`config.mk`:
```
export PLATFORM = sky130hd
export DESIGN_NAME = reset_sequencer
export DESIGN_NICKNAME = d
export VERILOG_FILES = /design/src/rtl/reset_sequencer.sv
export SDC_FILE = /design/constraint.sdc
export NUM_CORES = 1
export LEC_CHECK = 0
export CORE_ASPECT_RATIO = 0.7
export CORE_UTILIZATION = 55
export DETAILED_ROUTE_END_ITERATION = 12
export PLACE_DENSITY = 0.82
export SETUP_SLACK_MARGIN = 0.4
export SLEW_MARGIN = 20
export SYNTH_ARGS = -nofsm -noshare
export SYNTH_HDL_FRONTEND = slang
export SYNTH_SLANG_ARGS = --single-unit
```
`constraint.sdc`:
```
create_clock -name clk -period 3.4 [get_ports clk]
set_clock_uncertainty 0.15 [all_clocks]
set_input_delay 0.68 -clock clk [delete_from_list [all_inputs] [get_ports clk]]
set_output_delay 0.68 -clock clk [all_outputs]
set_load 0.05 [all_outputs]
```
`src/rtl/reset_sequencer.sv`:
```
// rtl/reset_sequencer.sv - ordered multi-domain reset release after PLL lock
//
// Purpose: synchronises an asynchronous PLL lock, waits a hold-off period,
// then releases N_OUT active-high resets one by one (bit 0 first) with a
// fixed spacing. Any lock loss or soft reset request re-asserts every domain.
//
// Ports:
//   clk            single clock; drive from the slowest domain being reset
//   rst_n          asynchronous active-low reset
//   locked         PLL/MMCM lock, asynchronous to clk
//   soft_rst       synchronous level-sensitive software reset request
//   rst_out        per-domain reset, active-high, registered
//   all_released   high while every rst_out bit is 0
//   lock_lost_cnt  saturating count of lock-loss events
module reset_sequencer #(
    parameter int N_OUT       = 3,
    parameter int SYNC_STAGES = 2,
    parameter int HOLD_CYCLES = 16,
    parameter int STEP_CYCLES = 8,
    parameter int CNT_W       = 16
) (
    input  logic             clk,
    input  logic             rst_n,
    input  logic             locked,
    input  logic             soft_rst,
    output logic [N_OUT-1:0] rst_out,
    output logic             all_released,
    output logic [7:0]       lock_lost_cnt
);

    localparam int IDX_W = (N_OUT > 1) ? $clog2(N_OUT) : 1;
    localparam logic [CNT_W-1:0] HOLD_LAST = CNT_W'(HOLD_CYCLES - 1);
    localparam logic [CNT_W-1:0] STEP_LAST = CNT_W'(STEP_CYCLES - 1);

    typedef enum logic [1:0] {
        ST_ASSERT  = 2'd0,
        ST_HOLD    = 2'd1,
        ST_RELEASE = 2'd2,
        ST_RUN     = 2'd3
    } state_t;

    state_t                 state, state_nxt;
    logic [SYNC_STAGES-1:0] sync_q;
    logic                   locked_s;
    logic [CNT_W-1:0]       cnt, cnt_nxt;
    logic [IDX_W-1:0]       idx, idx_nxt;
    logic [N_OUT-1:0]       rst_out_nxt;
    logic                   all_released_nxt;
    logic [7:0]             lock_lost_cnt_nxt;
    logic                   lock_loss;

    always_ff @(posedge clk or negedge rst_n) begin
        if (!rst_n) begin
            sync_q <= '0;
        end else begin
            sync_q <= {sync_q[SYNC_STAGES-2:0], locked};
        end
    end

    assign locked_s = sync_q[SYNC_STAGES-1];

    always_ff @(posedge clk or negedge rst_n) begin
        if (!rst_n) begin
            state         <= ST_ASSERT;
            rst_out       <= '1;
            all_released  <= 1'b0;
            lock_lost_cnt <= 8'd0;
            cnt           <= '0;
            idx           <= '0;
        end else begin
            state         <= state_nxt;
            rst_out       <= rst_out_nxt;
            all_released  <= all_released_nxt;
            lock_lost_cnt <= lock_lost_cnt_nxt;
            cnt           <= cnt_nxt;
            idx           <= idx_nxt;
        end
    end

    // Lock is only "lost" once we have started to act on it; sitting in
    // ASSERT with no lock is the normal waiting condition and is not counted.
    assign lock_loss = !locked_s && (state != ST_ASSERT);

    always_comb begin
        state_nxt         = state;
        rst_out_nxt       = rst_out;
        all_released_nxt  = all_released;
        lock_lost_cnt_nxt = lock_lost_cnt;
        cnt_nxt           = cnt;
        idx_nxt           = idx;

        if (lock_loss || soft_rst) begin
            state_nxt        = ST_ASSERT;
            rst_out_nxt      = '1;
            all_released_nxt = 1'b0;
            cnt_nxt          = '0;
            idx_nxt          = '0;
            if (lock_loss && (lock_lost_cnt != 8'hFF)) begin
                lock_lost_cnt_nxt = lock_lost_cnt + 8'd1;
            end
        end else begin
            case (state)
                ST_ASSERT: begin
                    rst_out_nxt      = '1;
                    all_released_nxt = 1'b0;
                    cnt_nxt          = '0;
                    idx_nxt          = '0;
                    if (locked_s) begin
                        state_nxt = ST_HOLD;
                    end
                end
                ST_HOLD: begin
                    if (cnt == HOLD_LAST) begin
                        // Shifting a zero in from the bottom keeps rst_out
                        // thermometer-shaped by construction.
                        rst_out_nxt = rst_out << 1;
                        cnt_nxt     = '0;
                        idx_nxt     = '0;
                        if (N_OUT == 1) begin
                            state_nxt        = ST_RUN;
                            all_released_nxt = 1'b1;
                        end else begin
                            state_nxt = ST_RELEASE;
                        end
                    end else begin
                        cnt_nxt = cnt + CNT_W'(1);
                    end
                end
                ST_RELEASE: begin
                    if (cnt == STEP_LAST) begin
                        rst_out_nxt = rst_out << 1;
                        cnt_nxt     = '0;
                        idx_nxt     = idx + IDX_W'(1);
                        if (int'(idx) + 1 == N_OUT - 1) begin
                            state_nxt        = ST_RUN;
                            all_released_nxt = 1'b1;
                        end
                    end else begin
                        cnt_nxt = cnt + CNT_W'(1);
                    end
                end
                ST_RUN: begin
                    all_released_nxt = 1'b1;
                end
                default: begin
                    state_nxt = ST_ASSERT;
                end
            endcase
        end
    end

endmodule
```
==> key figures, run 1 <==
Outcome
  • Status: complete, but fails checks
  • Failing checks: DRC

Run
  • # Max-Cap Violations: 0

Setup path
  • Crit path capture type: flip-flop
  • WP data arrival: 2680 ps
  • Worst Path Max Fanout: 7
  • Critical Path RT: 3420 ps
  • Kind of critical path: in2reg
  • CP startpoint kind: input port

Logic synthesis
  • Register area share after synthesis: 0.467
  • Ys Warns: 0
  • Mean Syn Cell Area: 10.0 µm²
  • Cell Area, Synth: 0.00183 mm²
  • Syn nets: 195
  • Mapped Cells: 183
  • Unique cell type count in the Yosys netlist: 43
  • Post-synthesis register bit count: 34

STA
  • Final max-slew violation count: 0
  • Fin crit period: 2660 ps
  • # setup viols final: 0
  • Final period util: 0.782
  • Final setup TNS: 0 ps
  • RSZ-0062 raised after global routing: no
  • Endpoints failing hold: 0
  • Slew HR: 0.658
  • Worst-margin pin slew: 512 ps
  • Fmax: 0.376 GHz
  • Post-route setup slack: 740 ps

CTS
  • Htree depth: 2
  • CTS clk-pin slew, worst paths: 60 ps
  • Cts repair resizes: 0
  • Post-CTS Hold Fix Bufs: 0
  • Clock Tree Root: clkbuf_8
  • Post-CTS setup buffer count: 0
  • Longest Clk Path Bufs: 2
  • Total CTS buffers: 5
  • Worst-Skew Late Latency: 290 ps
  • TritonCTS clock tree: yes
  • Sink Count: 34

Floorplan
  • DIE AREA: 0.00357 mm²
  • Die Wd: 71.0 µm
  • FP Rows: 17
  • Core area: 0.00317 mm²
  • Top Ports: 16
  • Die height: 50.3 µm
  • Initial Util: 0.578

GRT
  • Total track usage: 0.232
  • Initial antenna violation count: 0
  • First-pass GRT wire length: 6.02 mm
  • GR Util met1: 0.281
  • M2 GR Usage: 0.359
  • Vias in the first global route: 1,342
  • GRT overflow: 0
  • Largest net degree at the start of global routing: 35
  • GRT busiest layer: met2
  • GR met3 Demand/Resource: 0.0984

Pwr
  • Max VDD drop: 0.374 mV
  • PD cells: 628 mW/mm²
  • Pleak: 0.000966 µW

Placement
  • Hpwl dp: 2.69 mm
  • Placement Setup Slack: 456 ps
  • Buffers on Ports: 15
  • Placed cell count: 235
  • Gpl congestion: 0.783

Drt
  • Vias/cell: 5.77
  • Post-route DRC: 6
  • Initial DRC count: 85
  • Drt total wl: 3.66 mm
  • TritonRoute pass-1 iters: 11
  • Antenna Nets Post-Route: 0
  • Drt wl/cell: 15.1 µm
  • Routed vias: 1,402

Final layout
  • Layout cell share with drive strength beyond 1: 0.102
  • Area grow syn2layout: 15.3%
  • Diode count: 0
  • Nets@finish: 216
  • Fill cell count: 248
  • Non-Filler Instances: 243

Hold path
  • Hold Crit Class: reg2reg
-- final timing paths --
check                                           from                       end  slack (ps)  cells past startpoint
worst max-delay path                        soft_rst      state[0]$_DFFE_PN0P_         740                      6
worst min-delay path             sync_q[0]$_DFF_PN0_       sync_q[1]$_DFF_PN0_         210                      0
worst max register to register  state[0]$_DFFE_PN0P_      state[0]$_DFFE_PN0P_         790                      7
worst min register to register   sync_q[0]$_DFF_PN0_       sync_q[1]$_DFF_PN0_         210                      0
max in group asynchronous                      rst_n    rst_out[1]$_DFFE_PN1P_        2110                      2
min in group asynchronous                      rst_n  all_released$_DFFE_PN0P_         630                      2
-- cells in the mapped netlist, drive strengths merged --
| cell | count | area (µm²) |
|---|---|---|
| and3 | 3 | 18.8 |
| buf | 2 | 16.3 |
| mux2i | 3 | 30.0 |
| and2 | 2 | 12.5 |
| nand2 | 18 | 67.6 |
| nor4b | 1 | 8.76 |
| o41ai | 1 | 16.3 |
| dfstp | 3 | 78.8 |
| o21bai | 2 | 15.0 |
| a2bb2oi | 1 | 8.76 |
| dfrtp | 31 | 776 |
| or4b | 1 | 10.0 |
| nor4 | 6 | 52.6 |
| nor3 | 10 | 50.1 |
| nand2b | 1 | 13.8 |
| mux2 | 3 | 33.8 |
| o21a | 1 | 7.51 |
| and4 | 1 | 8.76 |
| nor2 | 18 | 67.6 |
| nand3 | 9 | 45.0 |
| o2bb2ai | 1 | 8.76 |
| a21o | 5 | 37.5 |
| a31oi | 1 | 6.26 |
| o21ba | 1 | 10.0 |
| nor3b | 2 | 15.0 |
| nand3b | 1 | 7.51 |
| or4 | 3 | 30.0 |
| ha | 8 | 100 |
| or3 | 1 | 6.26 |
| inv | 13 | 48.8 |
| xor2 | 3 | 26.3 |
| o21ai | 8 | 40.0 |
| o31ai | 1 | 7.51 |
| a21oi | 1 | 5.00 |
| a211o | 1 | 8.76 |
| nand4 | 3 | 18.8 |
| a221o | 1 | 11.3 |
| xnor2 | 12 | 105 |
-- where the power goes --
part | total (µW) | internal (µW) | switching, µW
Sequential | 523 | 462 | 61.7
Combinational | 496 | 177 | 318
Clock | 308 | 163 | 144
-- layer usage --
| metal | wire (µm) | vias up |
|---|---|---|
| li1 | - | 686 |
| met1 | 1780 | 682 |
| met2 | 1680 | 28 |
| met3 | 147 | 6 |
| met4 | 54 | 0 |
| met5 | 0 | - |
-- placed cells by master, fill, tap and decap left out, types with 2 or more instances in the layout --
cell             Yosys  final
and2_1               2      2
dfrtp_1             31     31
mux2_2               2      2
or4_4                2      2
ha_1                 8      8
and3_1               3      3
o21ai_0              5      5
nand2_1             18     18
clkdlybuf4s50_1      0     15
xor2_1               3      3
inv_1               13     13
xnor2_1             12     12
nor3_1              10     10
o21ai_1              3      3
o21bai_1             2      2
nor4_1               5      5
nor2_1              18     18
a21o_1               5      5
clkbuf_8             0      6
mux2i_1              3      3
dfstp_2              3      3
nor3b_1              2      2
nand3_1              9      9
nand4_1              3      3
-- worst max-delay path: stages --
cell,delay [ps]
clkdlybuf4s50_1,470
or4b_2,690
nand2b_4,200
nand3_1,100
o2bb2ai_1,180
mux2_1,350
-- sequential cells by signal, indices dropped and copies added (netlist names) --
signal / cells
state: 2
rst_out: 3
cnt: 16
lock_lost_cnt: 8
idx: 2
all_released: 1
sync_q: 2
-- kinds of logic (layout without fill, tap and decap cells) --
kind of cell | count (synthesis) | after routing | share of synthesized area
compound gates | 25 | 25 | 0.0998
xor+xnor | 15 | 15 | 0.0718
fa+ha+maj | 8 | 8 | 0.0547
buf+inv | 15 | 37 | 0.0355
flops | 34 | 34 | 0.467
mux | 6 | 6 | 0.0349
simple gates | 80 | 80 | 0.236
-- metrics by stage --
stage	hold WS [ps]	power, µW	utilization	instance area, µm²
final	207	1330	0.666	2110
after global routing	221	1400	0.666	2110
after CTS	211	1340	0.666	2110
after detailed placement	192	1030	0.637	2020
after global placement	189	1000	0.637	2020
after floorplan	181	880	-	1830
-- final cells by class --
type | count | area, µm² | share of cell area
multi-input combinational | 134 | 911 | 0.432
tap | 38 | 47.5 | 0.0225
clock buffer | 7 | 86.3 | 0.0409
sequential | 34 | 855 | 0.405
clock inverter | 1 | 5.00 | 0.00237
timing repair buffer | 16 | 158 | 0.0747
inverter | 13 | 48.8 | 0.0231
Note: power is estimated with default switching activity, not from simulation.
==> run 2: changes to the inputs <==
CORE_UTILIZATION = 51   (was 55)
PLACE_DENSITY = 0.8   (was 0.82)
clock period = 2.43 ns   (was 3.4 ns; I/O delays follow)
==> key figures, run 2 (synthesized netlist as in run 1, its figures left out) <==
Final layout
  • Layout cell share with drive strength beyond 1: 0.231 (+0.129)
  • Max reg flops: 16 (unchanged)
  • Nets@finish: 236 (+9.3%)
  • Non-Filler Instances: 272 (+12%)
  • Largest Register: cnt
  • Commonest non-fill, non-tap cell in the layout: dfrtp_1
  • Post-route cell area: 0.00234 mm² (+11%)
  • Commonest cells after routing, fill and taps aside: dfrtp_1 (31), buf_4 (19), nor2_1 (18), nand2_1 (16), inv_1 (13)
  • Area grow syn2layout: 28.0%
  • Fill cell count: 267 (+7.7%)
  • Diode count: 0 (unchanged)
  • Biggest registers after layout: cnt: 16 flops, lock_lost_cnt: 8 flops, rst_out: 3 flops

Drt
  • Drt wl/cell: 14.8 µm (-1.7%)
  • Routed vias: 1,509 (+7.6%)
  • Post-route DRC: 0 (-6)
  • Initial DRC count: 107 (+26%)
  • Vias/cell: 5.55 (-3.8%)
  • TritonRoute pass-1 iters: 5 (-6)
  • Drt total wl: 4.03 mm (+10%)
  • Antenna Nets Post-Route: 0 (unchanged)

Pwr
  • Max VDD drop: 0.755 mV (+100%)
  • Logic pwr share: 0.407 (+0.033)
  • Power Internal: 1180 µW (+46%)
  • Sw Share: 0.399 (+0.00353)
  • Overall power: 1950 µW (+47%)
  • Clock group share of total power: 0.221 (-0.011)
  • Psw: 779 µW (+49%)
  • PD cells: 834 mW/mm² (+33%)
  • Flop pwr share: 0.372 (-0.023)
  • Pleak: 0.00112 µW (+16%)

STA
  • Endpoints failing hold: 0 (unchanged)
  • Final period util: 0.941
  • Final max-slew violation count: 0 (unchanged)
  • RSZ-0062 raised after global routing: yes
  • Worst-margin pin slew: 510 ps (-1.96 ps)
  • Slew HR: 0.661 (+0.00372)
  • Fin crit period: 2290 ps
  • Fmax: 0.437 GHz
  • # setup viols final: 0 (unchanged)

Placement
  • Gpl congestion: 0.870 (+11%)
  • Placed cell areas: 0.00216 mm² (+6.8%)
  • Placed cell count: 256 (+8.9%)
  • Hpwl dp: 2.75 mm (+2.3%)
  • Buffers on Ports: 15 (unchanged)

GRT
  • Largest net degree at the start of global routing: 35 (unchanged)
  • GRT overflow: 0 (unchanged)
  • Total track usage: 0.238 (+0.00676)
  • First-pass GRT wire length: 6.71 mm (+11%)
  • Vias in the first global route: 1,480 (+10%)
  • Initial antenna violation count: 0 (unchanged)

Setup path
  • Worst Path Max Fanout: 9 (+2)
  • Critical path buffer and inverter count: 1 (unchanged)
  • WP data arrival: 2320 ps (-360 ps)
  • Crit-path leading delay family: compound AO/OA/AOI/OAI gates
  • Critical Path RT: 2460 ps (-960 ps)
  • Crit path capture type: flip-flop
  • CP startpoint kind: flip-flop
  • Worst path max stage delay: 600 ps (-90 ps)
  • Slowest CP cell: or4_4
  • Crit Reg-Reg Startpoint: cnt[5]$_DFFE_PN0P_
  • CP startpoint: cnt[5]$_DFFE_PN0P_
  • Kind of critical path: reg2reg
  • Critical-path cell list: or4_4, o41ai_2, a221o_2, buf_12, o21ai_0, a21o_1

Outcome
  • Status: finished clean

CTS
  • Worst-Skew Late Latency: 280 ps (about the same)
  • Post-CTS Hold Fix Bufs: 0 (unchanged)
  • TritonCTS clock tree: yes
  • Sink Count: 34 (unchanged)
  • Clock Tree Root: clkbuf_8
  • CTS clk-pin slew, worst paths: 70 ps (about the same)
  • Total CTS buffers: 5 (unchanged)
  • Longest Clk Path Bufs: 2 (unchanged)
  • Htree depth: 2 (unchanged)

Floorplan
  • Initial Util: 0.559 (-0.0188)
  • Core area: 0.00328 mm² (+3.4%)
  • Top Ports: 16 (unchanged)
  • Die Wd: 73.6 µm (+3.7%)
  • DIE AREA: 0.00384 mm² (+7.6%)
  • Die height: 52.1 µm (+3.7%)
  • FP Rows: 17 (unchanged)

Hold path
  • Hold Crit Start: sync_q[0]$_DFF_PN0_
  • Hold Crit Class: reg2reg

Run
  • # Max-Cap Violations: 0 (unchanged)
## run 2: cell count changes in the layout (fill, tap and decap cells not counted), moves of 2 or more
cell / change
buf_4: +18
clkdlybuf4s50_1: -12
ha_1: -2
dlygate4sd2_1: +11
nand2_1: -2
## run 2: worst reg2reg max path, delay by kind of cell (launching register included)
family	cells	cell delay, ps
AOI/OAI and AO/OA	4	910
and+or+nand+nor	1	600
DFF	1	380
buffers and inverters	1	130
## run 2: area by class of cell
| cell class | instances | area [µm²] | share of cell area |
|---|---|---|---|
| sequential | 34 | 855 | 0.365 |
| multi-input combinational | 134 | 975 | 0.416 |
| clock buffer | 6 | 82.6 | 0.0353 |
| tap | 47 | 58.8 | 0.0251 |
| timing repair buffer | 36 | 310 | 0.132 |
| inverter | 13 | 48.8 | 0.0208 |
| clock inverter | 2 | 12.5 | 0.00534 |
## run 2: worst paths after layout
| check | endpoint | slack, ps | cells past startpoint |
|---|---|---|---|
| setup / recovery | cnt[3]$_DFFE_PN0P_ | 140 | 6 |
| hold reg to reg | sync_q[1]$_DFF_PN0_ | 200 | 0 |
| hold / removal | sync_q[1]$_DFF_PN0_ | 200 | 0 |
| max in group asynchronous | rst_out[0]$_DFFE_PN1P_ | 1340 | 2 |
| min in group asynchronous | lock_lost_cnt[5]$_DFFE_PN0P_ | 460 | 2 |
| setup reg to reg | cnt[3]$_DFFE_PN0P_ | 140 | 6 |
## run 2: layer usage
layer  global-route usage  vias to the layer above  routed length, µm
met3               0.0620                        6                177
met1                0.312                      740               1880
met2                0.379                       41               1940
met5                    0                        -                  0
li1                     -                      722                  -
met4               0.0929                        0                 34
## run 2: repair_timing
item | in CTS | in global routing
cloned | 0 | 0
resized for setup | 20 | 3
endpoints found under the setup margin | 36 | 25
endpoints found under the hold margin | 0 | 0
setup buffers | 8 | 0
pin swaps | 6 | 5
## run 2: stage by stage
stage                util  hold slack [ps]  setup slack, ps  setup TNS (ps)
floorplan               -             40.4              254               0
global placement    0.658              182             13.8               0
detailed placement  0.658              187            -3.33           -3.33
CTS                 0.709              203              165               0
global route        0.715              223             84.1               0
finish              0.715              200              143               0
## run 2: power groups by stage
stage	clock (µW)	sequential (µW)	combinational, µW
6_report	433	727	795
5_1_grt	468	737	858
4_1_cts	439	724	762
3_5_place_dp	0	742	737
3_3_place_gp	0	736	718
2_1_floorplan	0	909	349
